$ cat src/rtl/conv_pkg.sv
// Fixed-point constants shared by the convolution datapath stages
// (multiplier, accumulate, pooling).
package conv_pkg;
    localparam int Bit_width   = 16;
    localparam int Frac_bits   = 8;
    localparam int Prod_width  = 2 * Bit_width;
    localparam int q88_max     = (1 << (Bit_width - 1)) - 1;
    localparam int q88_min     = -(1 << (Bit_width - 1));
    localparam int round_const = 1 << (Frac_bits - 1);
endpackage

$ cat src/rtl/conv_accumulate_if.sv
// Beat input and sample output bundle between the multiplier stage,
// the accumulate stage and its downstream consumer.
interface conv_accumulate_if;
    import conv_pkg::*;

    logic [1:0]                   Enable;
    logic signed [Prod_width-1:0] mul_result_0;
    logic signed [Prod_width-1:0] mul_result_1;
    logic signed [Prod_width-1:0] mul_result_2;
    logic signed [Prod_width-1:0] mul_result_3;
    logic signed [Prod_width-1:0] mul_result_4;
    logic signed [Prod_width-1:0] mul_result_5;
    logic                         relu_en;
    logic                         in_ready;
    logic                         out_valid;
    logic                         out_ready;
    logic signed [Bit_width-1:0]  out_data;
    logic [7:0]                   chan_idx;

    modport master (
        output Enable, mul_result_0, mul_result_1, mul_result_2,
               mul_result_3, mul_result_4, mul_result_5, relu_en, out_ready,
        input  in_ready, out_valid, out_data, chan_idx
    );

    modport slave (
        input  Enable, mul_result_0, mul_result_1, mul_result_2,
               mul_result_3, mul_result_4, mul_result_5, relu_en, out_ready,
        output in_ready, out_valid, out_data, chan_idx
    );
endinterface

$ cat src/rtl/q_rescale_sat.sv
// Combinational Q(acc) -> Q8.8 rescale: round half toward +inf, arithmetic
// shift, saturate to the Q8.8 range and optionally clamp negatives to zero.
module q_rescale_sat
    import conv_pkg::*;
#(
    parameter int Acc_width = 48
) (
    input  logic signed [Acc_width-1:0] acc,
    input  logic                        relu_en,
    output logic signed [Bit_width-1:0] result
);
    localparam logic signed [Acc_width-1:0] sat_hi   = Acc_width'(q88_max);
    localparam logic signed [Acc_width-1:0] sat_lo   = Acc_width'(q88_min);
    localparam logic signed [Acc_width-1:0] half_lsb = Acc_width'(round_const);

    logic signed [Acc_width-1:0] rounded;

    always_comb begin
        rounded = (acc + half_lsb) >>> Frac_bits;
        if (relu_en && (rounded < 0)) begin
            result = '0;
        end else if (rounded > sat_hi) begin
            result = Bit_width'(q88_max);
        end else if (rounded < sat_lo) begin
            result = Bit_width'(q88_min);
        end else begin
            result = rounded[Bit_width-1:0];
        end
    end
endmodule

$ cat src/rtl/conv_accumulate.sv
// Sums the six products of each beat, accumulates Num_channels beats per
// group, then rescales to Q8.8 and presents one sample per group.
module conv_accumulate
    import conv_pkg::*;
#(
    parameter int Num_channels = 4,
    parameter int Acc_width    = 48
) (
    input logic              clk,
    input logic              rst,
    conv_accumulate_if.slave bus
);
    typedef logic signed [Acc_width-1:0] acc_t;

    localparam logic [7:0] last_idx = 8'(Num_channels - 1);

    logic       advance;
    logic       accept;
    logic       first;
    logic       last;
    logic [7:0] chan_idx;
    acc_t       bias_term;
    acc_t       part_a;
    acc_t       part_b;

    logic       s0_valid, s0_first, s0_last, s0_relu;
    acc_t       s0_part_a, s0_part_b;
    logic       s1_valid, s1_first, s1_last, s1_relu;
    acc_t       s1_sum;
    logic       s2_valid, s2_last, s2_relu;
    acc_t       acc;

    logic                        out_valid;
    logic signed [Bit_width-1:0] out_data;
    logic signed [Bit_width-1:0] rescaled;

    assign advance = !out_valid || bus.out_ready;
    assign accept  = (bus.Enable != 2'b00) && advance;
    assign first   = (chan_idx == 8'd0);
    assign last    = (chan_idx == last_idx);

    // The six-way add is split over two register levels to keep it off the input path.
    always_comb begin
        bias_term = first ? acc_t'(bus.mul_result_0) : '0;
        part_a    = bias_term + acc_t'(bus.mul_result_1) + acc_t'(bus.mul_result_2);
        part_b    = acc_t'(bus.mul_result_3) + acc_t'(bus.mul_result_4)
                  + acc_t'(bus.mul_result_5);
    end

    always_ff @(posedge clk) begin
        if (rst) begin
            chan_idx  <= '0;
            s0_valid  <= 1'b0;
            s0_first  <= 1'b0;
            s0_last   <= 1'b0;
            s0_relu   <= 1'b0;
            s0_part_a <= '0;
            s0_part_b <= '0;
            s1_valid  <= 1'b0;
            s1_first  <= 1'b0;
            s1_last   <= 1'b0;
            s1_relu   <= 1'b0;
            s1_sum    <= '0;
            s2_valid  <= 1'b0;
            s2_last   <= 1'b0;
            s2_relu   <= 1'b0;
            acc       <= '0;
            out_valid <= 1'b0;
            out_data  <= '0;
        end else if (advance) begin
            s0_valid <= accept;
            if (accept) begin
                chan_idx  <= last ? 8'd0 : chan_idx + 8'd1;
                s0_part_a <= part_a;
                s0_part_b <= part_b;
                s0_first  <= first;
                s0_last   <= last;
                s0_relu   <= bus.relu_en;
            end

            s1_valid <= s0_valid;
            if (s0_valid) begin
                s1_sum   <= s0_part_a + s0_part_b;
                s1_first <= s0_first;
                s1_last  <= s0_last;
                s1_relu  <= s0_relu;
            end

            // A first beat restarts the group sum instead of adding to the stale one.
            s2_valid <= s1_valid;
            if (s1_valid) begin
                acc     <= (s1_first ? '0 : acc) + s1_sum;
                s2_last <= s1_last;
                s2_relu <= s1_relu;
            end

            out_valid <= s2_valid && s2_last;
            if (s2_valid && s2_last) begin
                out_data <= rescaled;
            end
        end
    end

    q_rescale_sat #(
        .Acc_width(Acc_width)
    ) u_rescale (
        .acc    (acc),
        .relu_en(s2_relu),
        .result (rescaled)
    );

    assign bus.in_ready  = advance;
    assign bus.out_valid = out_valid;
    assign bus.out_data  = out_data;
    assign bus.chan_idx  = chan_idx;
endmodule
$ cat src/flat_wrapper.sv
// flat-port wrapper written by rule: the top's interface ports become plain ports
module conv_accumulate_flat import conv_pkg::*;
#(
    parameter int Num_channels = 4,
    parameter int Acc_width    = 48
)
  (clk, rst, bus_Enable, bus_mul_result_0, bus_mul_result_1, bus_mul_result_2, bus_mul_result_3, bus_mul_result_4, bus_mul_result_5, bus_relu_en, bus_out_ready, bus_in_ready, bus_out_valid, bus_out_data, bus_chan_idx);
  conv_accumulate_if bus_i ();
  input logic clk;
  input logic rst;
  input wire logic [$bits(bus_i.Enable)-1:0] bus_Enable;
  input wire logic [$bits(bus_i.mul_result_0)-1:0] bus_mul_result_0;
  input wire logic [$bits(bus_i.mul_result_1)-1:0] bus_mul_result_1;
  input wire logic [$bits(bus_i.mul_result_2)-1:0] bus_mul_result_2;
  input wire logic [$bits(bus_i.mul_result_3)-1:0] bus_mul_result_3;
  input wire logic [$bits(bus_i.mul_result_4)-1:0] bus_mul_result_4;
  input wire logic [$bits(bus_i.mul_result_5)-1:0] bus_mul_result_5;
  input wire logic [$bits(bus_i.relu_en)-1:0] bus_relu_en;
  input wire logic [$bits(bus_i.out_ready)-1:0] bus_out_ready;
  output wire logic [$bits(bus_i.in_ready)-1:0] bus_in_ready;
  output wire logic [$bits(bus_i.out_valid)-1:0] bus_out_valid;
  output wire logic [$bits(bus_i.out_data)-1:0] bus_out_data;
  output wire logic [$bits(bus_i.chan_idx)-1:0] bus_chan_idx;
  assign bus_i.Enable = bus_Enable;
  assign bus_i.mul_result_0 = bus_mul_result_0;
  assign bus_i.mul_result_1 = bus_mul_result_1;
  assign bus_i.mul_result_2 = bus_mul_result_2;
  assign bus_i.mul_result_3 = bus_mul_result_3;
  assign bus_i.mul_result_4 = bus_mul_result_4;
  assign bus_i.mul_result_5 = bus_mul_result_5;
  assign bus_i.relu_en = bus_relu_en;
  assign bus_i.out_ready = bus_out_ready;
  assign bus_in_ready = bus_i.in_ready;
  assign bus_out_valid = bus_i.out_valid;
  assign bus_out_data = bus_i.out_data;
  assign bus_chan_idx = bus_i.chan_idx;
  conv_accumulate #(.Num_channels(Num_channels), .Acc_width(Acc_width)) u_core (.clk(clk), .rst(rst), .bus(bus_i));
endmodule
$ cat config.mk
export PLATFORM = sky130hd
export DESIGN_NAME = conv_accumulate_flat
export DESIGN_NICKNAME = d
export VERILOG_FILES = /design/src/rtl/conv_pkg.sv /design/src/rtl/conv_accumulate_if.sv /design/src/rtl/q_rescale_sat.sv /design/src/rtl/conv_accumulate.sv /design/src/flat_wrapper.sv
export SDC_FILE = /design/constraint.sdc
export NUM_CORES = 1
export LEC_CHECK = 0
export ABC_AREA = 1
export CORE_ASPECT_RATIO = 1.25
export CORE_MARGIN = 3
export CORE_UTILIZATION = 45
export DETAILED_ROUTE_END_ITERATION = 12
export PLACE_DENSITY_LB_ADDON = 0.2
export REMOVE_ABC_BUFFERS = 1
export SYNTH_ARGS = -nofsm -noshare
export SYNTH_HDL_FRONTEND = slang
export SYNTH_SLANG_ARGS = --single-unit
export TNS_END_PERCENT = 50
$ cat constraint.sdc
create_clock -name clk -period 5.01 [get_ports clk]
set_input_delay 0.7515 -clock clk [delete_from_list [all_inputs] [get_ports clk]]
set_output_delay 0.7515 -clock clk [all_outputs]
set_load 0.01 [all_outputs]
# Word level (Yosys, flattened, before mapping)
# Cells that the tools add are included.
# Widths: inputs -> output; s select.
# word_totals
output_inout_bits,26
register_bits,228
word_cells,47
input_bits,198
# classes
add_sub_neg,8
order_cmp,3
n_reduce_logical,11
n_eq_ne,1
mux,6
# ops
operator,count
$add 48x32->48,2
$add 48x48->48,2
$mux 48,2
$add 48x9->48 const B,1
$mux 16,3
$gt 40x16->1 const B,1
$lt 40x1->1 const B,1
$lt 40x16->1 const B,1
$add 33x32->34,1
$add 32x32->33,1
$add 8x1->8 const B,1
$eq 8x2->1 const B,1
$logic_not 8->1,1
$mux 8,1
$reduce_and 2->1,4
$logic_and 1x1->1,3
$reduce_bool 2->1,1
$logic_not 1->1,1
$logic_or 1x1->1,1

# Depth between registers and ports, before layout
# Gate-level depths: netlist (run 1).
# logic_depth
word_depth,5
ltp_mapped,26

# Hierarchy
# A second synthesis (run 1) with hierarchy kept.
# hier_totals
cells_unflattened,4265
area_unflattened_um2,24014.3
# modules_own_cells
module,seq_area_each_um2,n_inst,cells_per_inst,area_each_um2
conv_accumulate,4284.1,1,3916,22293.9
q_rescale_sat,0.0,1,349,1720.4

# Worst setup path before layout (run 1)
# Ideal clock, no wire load.
# synth_path
kind,reg2reg
start,register u_core.chan_idx[0] (netlist: u_core.bus.chan_idx[0])
end,register u_core.s0_part_a[47]
stages_incl_launch_ff,25
arrival_ns,3.625
n_path_buf,1
synth_period_minus_slack_ns,3.766
setup_slack_ns,1.244
path_cell_list,dfxtp_1 > inv_1 > ha_1 > nand3_1 > nor2_1 > inv_1 > clkbuf_1 > nor2_1 > fa_1 > inv_1 > fa_1 > o21ai_1 > nand2_1 > nand3_1 > nand2_1 > nand2_1 > inv_1 > o21ai_1 > nand2_1 > nand2_1 > nand3b_1 > nand2_1 > nand2_1 > nand2_1 > a21oi_1
# synth_via
elab_chain_cells,4
# synth_lines
item,line,rtl
"start, declared",conv_accumulate.sv:21,logic [7:0] chan_idx;
"start signal, assigned",conv_accumulate.sv:73,chan_idx <= last ? 8'd0 : chan_idx + 8'd1;
$logic_not 8->1,conv_accumulate.sv:39,assign first = (chan_idx == 8'd0);
$mux 48,conv_accumulate.sv:44,bias_term = first ? acc_t'(bus.mul_result_0) : '0;
$add 48x32->48 (2 in a row),conv_accumulate.sv:45,part_a = bias_term + acc_t'(bus.mul_result_1) + acc_t'(bus.mul_result_2);
"end signal, assigned",conv_accumulate.sv:74,s0_part_a <= part_a;
"end, declared",conv_accumulate.sv:27,"acc_t s0_part_a, s0_part_b;"
# No other way between the ends.
# A chain may end at the register's enable or synchronous reset.

# Worst setup path after layout (run 1)
# layout_path
start,register u_core.chan_idx[0] (netlist: u_core.bus.chan_idx[0])
end,register u_core.s0_part_a[43]
# Same word-level chain as after synthesis.

==> impl_metrics.tcl, run 1 <==
set metrics [dict create \
    grt_overflow 0 \
    cts_buffer_depth 3 \
    synth_fa_ha_area_frac 0.162 \
    clk_pin_slew_ns 0.07 \
    netlist-cell-type-count 49 \
    synth_mux_area_frac 0 \
    min_path_type "flip-flop to flip-flop" \
    syn-instance-count 3321 \
    postRouteAntennaNets 0 \
    post-route-min-period_ns 4.45 \
    clk_latency_ns 0.54 \
    fmax_mhz 225 \
    crit_type "flip-flop to flip-flop" \
    outcome "finished, final reports clean" \
    drive_gt1_frac 0.0289 \
    vias 21200 \
    place_inst 4063 \
    synth_xor_area_frac 0.0482 \
    setup_viol 0 \
    synth_flop_cell "dfxtp_1" \
    cts_buffers 24 \
    grt_pass1_wl_um 107000 \
    p_leak_uw 0.0116 \
    dr.pass1.iters 6 \
    antenna_found_initial 0 \
    yosys_register_bits 214 \
    finalWirelength_um 66300 \
    synth-compound-area-share 0.194 \
    regToRegSetupSlack_ns 0.56 \
    fin_cells 4104 \
    drc_errors 0 \
    cts_tree "built" \
    wl_per_cell_um 16.2 \
    design_area_um2 24400 \
    pwr-share-seq 0.292 \
    switching_share 0.426 \
    drtIter0Drc 1081 \
    grt_use_total 0.270 \
    period_share 0.888 \
    start_kind "flip-flop" \
    hold_violations 0 \
    ios 224 \
    dpl.hpwl_um 55400 \
    powerDensity_nw_per_um2 305 \
    grt_setup_unrepaired "no" \
    num_antenna_cells 0 \
    syn_to_final_growth_pct 17.0 \
    gp_congestion 0.966 \
    via_per_inst 5.16 \
    synthSimpleGateAreaFrac 0.285 \
    power_switching_uw 3180 \
    maxSlewViolCount 0 \
    cts_setup_buffers 0 \
    htree_num_levels 1 \
    layout.nets 3938 \
    die_h_um 247 \
    start_util 0.459 \
    dieWidth_um 199 \
    layout_commonest_cell "nand2_1" \
    cp-end-kind "flip-flop" \
    ys_warn_count 0 \
    maxCapViolations 0 \
    layout_common_cells "nand2_1, nor2_1, inv_1" \
    hold_buffers 0 \
    row_count 87 \
    grt_max_degree 97 \
    cts.sinks 214 \
    cp_max_fo 9 \
    ir_drop_mv 0.204 \
    cp.arrival_ns 4.83 \
    die_area_um2 49000 \
    p_comb_frac 0.471 \
    worstMarginPinSlew_ns 0.931 \
    critPathRequiredTime_ns 5.39 \
    core_um2 45500 \
    clkPwrFrac 0.236 \
    avgSynthCellArea_um2 6.29 \
    internal_power_uw 4280 \
    syn_area_um2 20900 \
    synthArstFlopShare 0 \
    io_buffers 223 \
    finClkSkew_ns 0.0126 \
    synth_edf_count 0 \
    seq_area_frac_synth 0.205 \
    root_buffer "clkbuf_16" \
    synth_top_family_by_area "simple AND/OR/NAND/NOR gates" \
    grt_pass1_vias 21100 \
    slew_headroom 0.379 \
    place_area_um2 23700 \
    cts_resized 0 \
]
-- Yosys cell counts, types with 4 or more instances --
master / n / area share
o21ai_0: 280 / 0.067
nand3b_1: 6 / 0.0022
a21oi_2: 10 / 0.0042
a211oi_1: 9 / 0.0032
o21a_1: 8 / 0.0029
xnor2_1: 26 / 0.011
nor4_1: 18 / 0.0054
nand2_2: 7 / 0.0021
nand2_1: 620 / 0.11
o211ai_1: 21 / 0.0075
nor2_2: 4 / 0.0012
xor2_1: 89 / 0.037
fa_1: 68 / 0.065
nor2_1: 584 / 0.10
a31o_2: 5 / 0.0021
a21o_1: 36 / 0.013
nand3_1: 133 / 0.032
o21bai_1: 19 / 0.0068
a21boi_0: 11 / 0.0040
o221ai_1: 4 / 0.0017
or2_2: 10 / 0.0030
nor3_1: 27 / 0.0065
a31oi_1: 30 / 0.0090
inv_1: 502 / 0.090
a21oi_1: 281 / 0.067
clkbuf_1: 61 / 0.011
dfxtp_1: 214 / 0.21
buf_1: 7 / 0.0013
and2_1: 5 / 0.0015
ha_1: 161 / 0.096
nand4_1: 29 / 0.0087
o21ai_1: 6 / 0.0014
-- metal layers --
layer	up-vias	global-route usage	wire [um]
li1	11100	-	-
met4	0	0.135	3750
met5	-	0	0
met2	460	0.508	34100
met3	159	0.0179	1740
met1	9411	0.303	26700
-- critical path, cell delays in order (launching register included) --
cell and delay [ns]:
dfxtp_1 0.38, inv_1 0.09, ha_1 0.20, nand3_1 0.07, nor2_1 0.06, inv_1 0.37
nor2_1 0.10, fa_1 0.50, ha_1 0.17, inv_1 0.05, fa_1 0.40, o21ai_1 0.25
nand2_1 0.08, nand3_1 0.20, nand2_1 0.08, nand2_1 0.16, inv_1 0.08, o21ai_1 0.25
nand2_1 0.08, nand2_1 0.18, nand3b_1 0.10, nand2_1 0.07, nand2_1 0.05, nand2_1 0.20
a21oi_1 0.11
-- cell type report --
| type | count | area, um2 |
|---|---|---|
| clock buffers | 32 | 692 |
| fillers | 4776 | 21100 |
| repair buffers | 236 | 2340 |
| inverters | 507 | 1900 |
| flip-flops and latches | 214 | 4290 |
| clock inverters | 9 | 80.1 |
| well taps | 578 | 723 |
| multi-input cells | 2528 | 14400 |
-- path summary, 6_finish.rpt --
| check | end | cells after the start | from |
|---|---|---|---|
| setup / recovery | u_core.s0_part_a[43] | 24 | u_core.bus.chan_idx[0] |
| hold / removal | u_core.acc[2] | 2 | u_core.acc[2] |
| setup reg to reg | u_core.s0_part_a[43] | 24 | u_core.bus.chan_idx[0] |
| hold reg to reg | u_core.acc[2] | 2 | u_core.acc[2] |
-- cell families after synthesis --
logic type                 count (synthesis)
DFF                                      214
adders and majority gates                229
buffers and inverters                    579
and+or+nand+nor                         1455
AOI/OAI and AO/OA                        729
xor gates and xnor gates                 115
-- stage by stage --
stage               hold WS [ns]  setup WS [ns]  utilization  total power, uW  setup TNS [ns]
floorplan                  0.432         -0.819            -             4570          -45.10
global placement           0.446          0.616        0.520             5690               0
detailed placement         0.451          0.525        0.520             5700               0
CTS                        0.460          0.494        0.537             7500               0
global route               0.477         0.0969        0.537             8080               0
finish                     0.460          0.560        0.537             7460               0
-- power groups by stage --
stage	Sequential (uW)	Combinational, uW	Clock, uW
3_5_place_dp	2220	3490	0
6_report	2180	3520	1760
2_1_floorplan	2110	2460	0
4_1_cts	2180	3510	1810
3_3_place_gp	2210	3480	0
5_1_grt	2210	4000	1870
-- registers in the layout, summed over array words and instances (netlist names) --
| name | count |
|---|---|
| u_core.acc | 48 |
| u_core.bus.chan_idx | 8 |
| u_core.bus.out_data | 16 |
| u_core.bus.out_valid | 1 |
| u_core.s0_first | 1 |
| u_core.s0_last | 1 |
| u_core.s0_part_a | 48 |
| u_core.s0_part_b | 34 |
| u_core.s0_relu | 1 |
| u_core.s0_valid | 1 |
| u_core.s1_first | 1 |
| u_core.s1_last | 1 |
| u_core.s1_relu | 1 |
| u_core.s1_sum | 48 |
| u_core.s1_valid | 1 |
| u_core.s2_last | 1 |
| u_core.s2_relu | 1 |
| u_core.s2_valid | 1 |
(Power assumes the default switching activity.)
==> inputs of run 2 (changes only) <==
- CTS_CLUSTER_SIZE: not set -> 10
- MAX_ROUTING_LAYER: not set -> met4
==> run 2 against run 1 <==
  * Global-route usage grew 1.2 points
  * Routed wire length grew 1.9%
  * Combinational power is essentially flat
  * Maximum frequency grew 0.30%
  * Register-to-register slack is essentially flat
  * Clock skew shrank 0.0043 ns
  * Count of clock-buffer cells in the layout grew 2
  * Critical path type unchanged
  * Highest routed layer unchanged
==> impl_metrics.tcl, run 2 (synthesized netlist as in run 1, its figures left out) <==
set metrics [dict create \
    post-route-min-period_ns 4.44 \
    internal_power_uw 4300 \
    maxSlewViolCount 0 \
    maxCapViolations 0 \
    power_switching_uw 3180 \
    cts_resized 0 \
    worstPathCellList "inv_1 -> ha_1 -> nand3_1 -> nor2_1 -> inv_1 -> nor2_1 -> fa_1 -> ha_1 -> inv_1 -> fa_1 -> o21ai_1 -> nand2_1 -> nand3_1 -> nand2_1 -> nand2_1 -> inv_1 -> o21ai_1 -> nand2_1 -> nand2_1 -> nand3b_1 -> nand2_1 -> nand2_1 -> nand2_1 -> a21oi_1" \
    row_count 87 \
    outcome "finished, final reports clean" \
    crit_top_cell "nand2_1" \
    cp.arrival_ns 4.83 \
    cpMaxStageDelayCell "fa_1" \
    cts_buffer_depth 3 \
    worst_hold_slack_ns 0.462 \
    clkPwrFrac 0.238 \
    drtIter0Drc 1177 \
    dpl.hpwl_um 56600 \
    drc_errors 0 \
    hold_buffers 0 \
    ir_drop_mv 0.293 \
    critPathRequiredTime_ns 5.40 \
    layout_common_cells "nand2_1, nor2_1, inv_1" \
    num_antenna_cells 0 \
    cp_num_buf_inv 4 \
    finClkSkew_ns 0.00833 \
    layout_commonest_cell "nand2_1" \
    die_h_um 247 \
    via_per_inst 5.20 \
    cp_slowest_stage_delay_ns 0.50 \
    p_comb_frac 0.471 \
    period_share 0.886 \
    start_util 0.459 \
    slew_headroom 0.367 \
    cp-end-kind "flip-flop" \
    grt_pass1_vias 21300 \
    cts_setup_buffers 0 \
    clk_pin_slew_ns 0.06 \
    grt_overflow 0 \
    worstMarginPinSlew_ns 0.949 \
    die_area_um2 49000 \
    p_total_uw 7490 \
    grt_use_total 0.281 \
    crit_type "flip-flop to flip-flop" \
    drive_gt1_frac 0.0273 \
    pwr-share-seq 0.291 \
    root_buffer "clkbuf_16" \
    syn_to_final_growth_pct 16.9 \
    vias 21300 \
    grt_pass1_wl_um 108000 \
    hold_violations 0 \
    gp_congestion 1.01 \
    dieWidth_um 199 \
    layout.nets 3941 \
    p_leak_uw 0.0116 \
    dr.pass1.iters 5 \
    io_buffers 223 \
    htree_num_levels 1 \
    cp_max_fo 9 \
    wl_per_cell_um 16.5 \
    cts.sinks 214 \
    setup_viol 0 \
    switching_share 0.425 \
    reg_top3 "u_core.acc: 48 flops, u_core.s0_part_a: 48 flops, u_core.s1_sum: 48 flops" \
    fmax_mhz 225 \
    clk_latency_ns 0.54 \
    start_kind "flip-flop" \
    postRouteAntennaNets 0 \
    cts_tree "built" \
    cts_buffers 26 \
    min_path_type "flip-flop to flip-flop" \
    grt_setup_unrepaired "no" \
    antenna_found_initial 0 \
    core_um2 45500 \
    finalWirelength_um 67600 \
    powerDensity_nw_per_um2 307 \
    ios 224 \
    grt_max_degree 78 \
    crit_family "simple AND/OR/NAND/NOR gates" \
]
==> run 2: metrics by stage <==
step / utilization / setup TNS (ns) / cells / worst slack (ns) / instance area, um2
2_1_floorplan: - / -45.10 / 3249 / -0.819 / 20600
3_3_place_gp: 0.520 / 0 / 4064 / 0.606 / 23700
4_1_cts: 0.536 / 0 / 4100 / 0.511 / 24400
6_report: 0.536 / 0 / 4100 / 0.574 / 24400
5_1_grt: 0.536 / 0 / 4100 / 0.133 / 24400
3_5_place_dp: 0.520 / 0 / 4064 / 0.535 / 23700
==> run 2: path summary, 6_finish.rpt <==
path	to	slack (ns)	cells after the start	start
min reg2reg	u_core.bus.chan_idx[6]	0.46	1	u_core.bus.chan_idx[5]
min	u_core.bus.chan_idx[6]	0.46	1	u_core.bus.chan_idx[5]
max	u_core.s0_part_a[47]	0.57	24	u_core.bus.chan_idx[0]
max reg2reg	u_core.s0_part_a[47]	0.57	24	u_core.bus.chan_idx[0]
==> run 2: power by group through the flow <==
stage | logic, uW | clock network, uW | registers (uW)
detailed placement | 3500 | 0 | 2220
floorplan | 2460 | 0 | 2110
global route | 4000 | 1880 | 2200
global placement | 3490 | 0 | 2210
finish | 3530 | 1780 | 2180
CTS | 3520 | 1820 | 2180
==> run 2: per-layer routing <==
layer	global-route usage	vias up	wire (um)	part of all wire
li1	-	11100	-	-
met1	0.302	9557	26900	0.40
met2	0.522	464	35100	0.52
met3	0.0202	155	1900	0.028
met4	0.135	0	3720	0.055
met5	-	-	0	0
==> run 2: layout make-up <==
class,count,area (um2)
clock buffer,34,722
clock inverter,2,35.0
fill,4824,21100
inverter,507,1900
multi-input combinational,2528,14400
sequential,214,4290
tap,578,723
timing repair buffer,237,2340
==> inputs of run 3 (changes only) <==
- ABC_AREA: 1 -> not set
- PLACE_DENSITY: not set -> 0.67
- PLACE_DENSITY_LB_ADDON: 0.2 -> not set
- RECOVER_POWER: not set -> 100
==> run 3 against run 2 <==
  * The flow now finishes with violations (capacitance limit, slew limit)
  * Global-route usage down 5.3 points
  * Largest power group unchanged
  * Synthesized cell count down 32%
  * Critical endpoint is now u_core.s0_part_a[20]
  * Largest cell class unchanged
  * Die area shrank 13%
  * Routed wire length is 29% lower
  * First-iteration DRC count fell by 32%
==> impl_metrics.tcl, run 3 <==
set metrics [dict create \
    ir_drop_mv 0.202 \
    ys_warn_count 0 \
    seq_area_frac_synth 0.237 \
    yosysMostFrequentCell "nand2_1" \
    crit_top_cell "a21o_1" \
    nFillCells 3777 \
    final_util 0.548 \
    cpMaxStageDelayCell "or4_1" \
    syn-instance-count 2262 \
    cts_tree "built" \
    r2r-start "u_core.bus.chan_idx[3]" \
    yosysTopAreaCell "dfxtp_1" \
    syn_to_final_growth_pct 19.4 \
    yosys_register_bits 214 \
    start_util 0.459 \
    yosys-top-cells-area "dfxtp_1, ha_1, fa_1, a21oi_1, nand2_1" \
    min_delay_worst_endpoint "u_core.acc[5]" \
    synth_top_area_share 0.237 \
    maxCapViolations 4 \
    clk_pin_slew_ns 0.06 \
    worstMarginPinSlew_ns 3.10 \
    grt_max_degree 107 \
    pre_cts_ws_ns 0.0511 \
    r2r-end "u_core.s0_part_a[20]" \
    fin_tns_setup_ns 0 \
    netlist-cell-type-count 81 \
    syn_area_um2 18100 \
    dieWidth_um 185 \
    core_um2 39300 \
    cts.sinks 214 \
    layout_common_cells "nand2_1, a21oi_1, dfxtp_1" \
    cts_buffer_depth 3 \
    fmax_mhz 211 \
    root_buffer "clkbuf_16" \
    wl_per_cell_um 16.3 \
    synth_flop_cell "dfxtp_1" \
    worstPathCellList "or4_1 -> nor3_4 -> buf_12 -> and3_1 -> fa_1 -> ha_1 -> a21o_1 -> a21o_1 -> a2111oi_2 -> o21bai_1 -> and2_1 -> a31oi_1 -> buf_4 -> o21bai_1 -> a21o_1 -> a21oi_1 -> o21ai_0 -> xor2_1 -> a22o_1" \
    io_buffers 223 \
    period_share 0.948 \
    regToRegSetupSlack_ns 0.26 \
    cp-end-kind "flip-flop" \
    grt_use_total 0.228 \
    synth_common_cells "nand2_1, a21oi_1, dfxtp_1" \
    htree_num_levels 1 \
    antenna_found_initial 0 \
    via_per_inst 5.65 \
    die_h_um 230 \
    die_area_um2 42600 \
    clk_latency_ns 0.54 \
    maxSlewViolCount 143 \
    grt_pass1_vias 16400 \
    cp.arrival_ns 5.17 \
    crit_family "compound AO/OA/AOI/OAI gates" \
    met3WireLength_um 1780 \
    violations "capacitance limit, slew limit" \
    grt_pass1_wl_um 79900 \
    synth_edf_count 0 \
    crit_type "flip-flop to flip-flop" \
    outcome "finished with violations" \
    hold_violations 0 \
    ios 224 \
    min_path_type "flip-flop to flip-flop" \
    critPathRequiredTime_ns 5.43 \
    start_kind "flip-flop" \
    dr.pass1.iters 5 \
    hold_path_depth 2 \
    cts_buffers 26 \
    cp_slowest_stage_delay_ns 0.57 \
    dr_wl_met2_um 23000 \
    vias 16700 \
    drt-met1-wl_um 22400 \
    layout_commonest_cell "nand2_1" \
    cp_num_buf_inv 2 \
    min_from "u_core.acc[5]" \
    p_leak_uw 0.00937 \
    drive_gt1_frac 0.0370 \
    post-route-min-period_ns 4.75 \
    hold_buffers 0 \
    postRouteAntennaNets 0 \
    row_count 81 \
    synthArstFlopShare 0 \
    place_inst 2919 \
    top_layer "met4" \
    finClkSkew_ns 0.0228 \
    grt_overflow 0 \
    reg_top3 "u_core.acc: 48 flops, u_core.s0_part_a: 48 flops, u_core.s1_sum: 48 flops" \
    powerDensity_nw_per_um2 338 \
    avgSynthCellArea_um2 7.98 \
    setup_slack_ns 0.263 \
    fin_cells 2955 \
    layout.nets 2877 \
    num_antenna_cells 0 \
    finalWirelength_um 48200 \
    drtIter0Drc 800 \
    drc_errors 0 \
    slew_headroom -1.09 \
    setup_viol 0 \
    r2r_cells 19 \
    cp_max_fo 33 \
    gp_congestion 0.949 \
    dpl.hpwl_um 38000 \
]
-- run 3: changes by cell type in the layout (fill, tap and decap cells not counted), moves of 72 or more --
cell and delta:
o21ai_0 -193, nand3_1 -77, inv_1 -453, a21o_1 +72, nand2_1 -269, nor2_1 -452
-- run 3: repair_timing --
item | in CTS | in global routing
buffers inserted | 0 | 1
gates resized for setup | 0 | 9
setup endpoints to repair | 0 | 17
-- run 3: layout make-up --
class	count	area, um2	share of cell area
Inverter	50	188	0.00871
Clock inverter	2	35.0	0.00163
Sequential cell	214	4280	0.199
Tap cell	498	623	0.0289
Clock buffer	33	728	0.0338
Multi-Input combinational cell	1904	13200	0.613
Timing Repair Buffer	254	2470	0.115
-- run 3: routing by layer --
layer | vias to the layer above | GRT usage
met5 | - | -
met4 | 0 | 0.0523
met3 | 72 | 0.0172
met2 | 383 | 0.383
met1 | 7756 | 0.301
li1 | 8484 | -
-- run 3: worst register-to-register path, cell delays in order (launching register included) --
cell and delay [ns]:
dfxtp_1 0.31, or4_1 0.57, nor3_4 0.17, buf_12 0.19, and3_1 0.21, fa_1 0.43, ha_1 0.30, a21o_1 0.18
a21o_1 0.20, a2111oi_2 0.37, o21bai_1 0.14, and2_1 0.21, a31oi_1 0.17, buf_4 0.16, o21bai_1 0.09, a21o_1 0.19
a21oi_1 0.24, o21ai_0 0.15, xor2_1 0.16, a22o_1 0.20
-- run 3: logic make-up after synthesis --
group,share of synthesized area
and+or+nand+nor,0.223
AOI/OAI and AO/OA,0.244
adders and majority gates,0.187
DFF,0.237
xor gates and xnor gates,0.0767
buffers and inverters,0.0308
muxes,0.00111
-- run 3: report_power, final --
| group | internal, uW | total (uW) | leakage, uW | switching [uW] |
|---|---|---|---|---|
| Combinational | 1510 | 3340 | 0.00724 | 1840 |
| Clock | 1050 | 1750 | 0.000376 | 703 |
| Sequential | 1980 | 2190 | 0.00175 | 213 |
-- run 3: stage by stage --
stage / hold slack [ns] / power (uW) / instance area [um2]
2_1_floorplan: 0.421 / 4600 / 17700
3_3_place_gp: 0.435 / 5480 / 20900
3_5_place_dp: 0.439 / 5520 / 20900
4_1_cts: 0.447 / 7320 / 21600
5_1_grt: 0.459 / 7850 / 21600
6_report: 0.444 / 7290 / 21600
-- run 3: worst max path at each step --
| stage | from | endpoint | slack [ns] | cells past startpoint |
|---|---|---|---|---|
| finish | u_core.bus.chan_idx[3] | u_core.s0_part_a[20] | 0.26 | 19 |
| global route | u_core.bus.chan_idx[3] | u_core.s0_part_a[20] | -0.03 | 19 |
| CTS | u_core.bus.chan_idx[3] | u_core.s0_part_a[33] | 0.12 | 20 |
| detailed placement | bus_mul_result_0[1] | u_core.s0_part_a[33] | 0.05 | 18 |
| global placement | bus_mul_result_0[1] | u_core.s0_part_a[47] | 0.09 | 18 |
| floorplan | bus_Enable[1] | u_core.s0_part_a[33] | -0.93 | 4 |
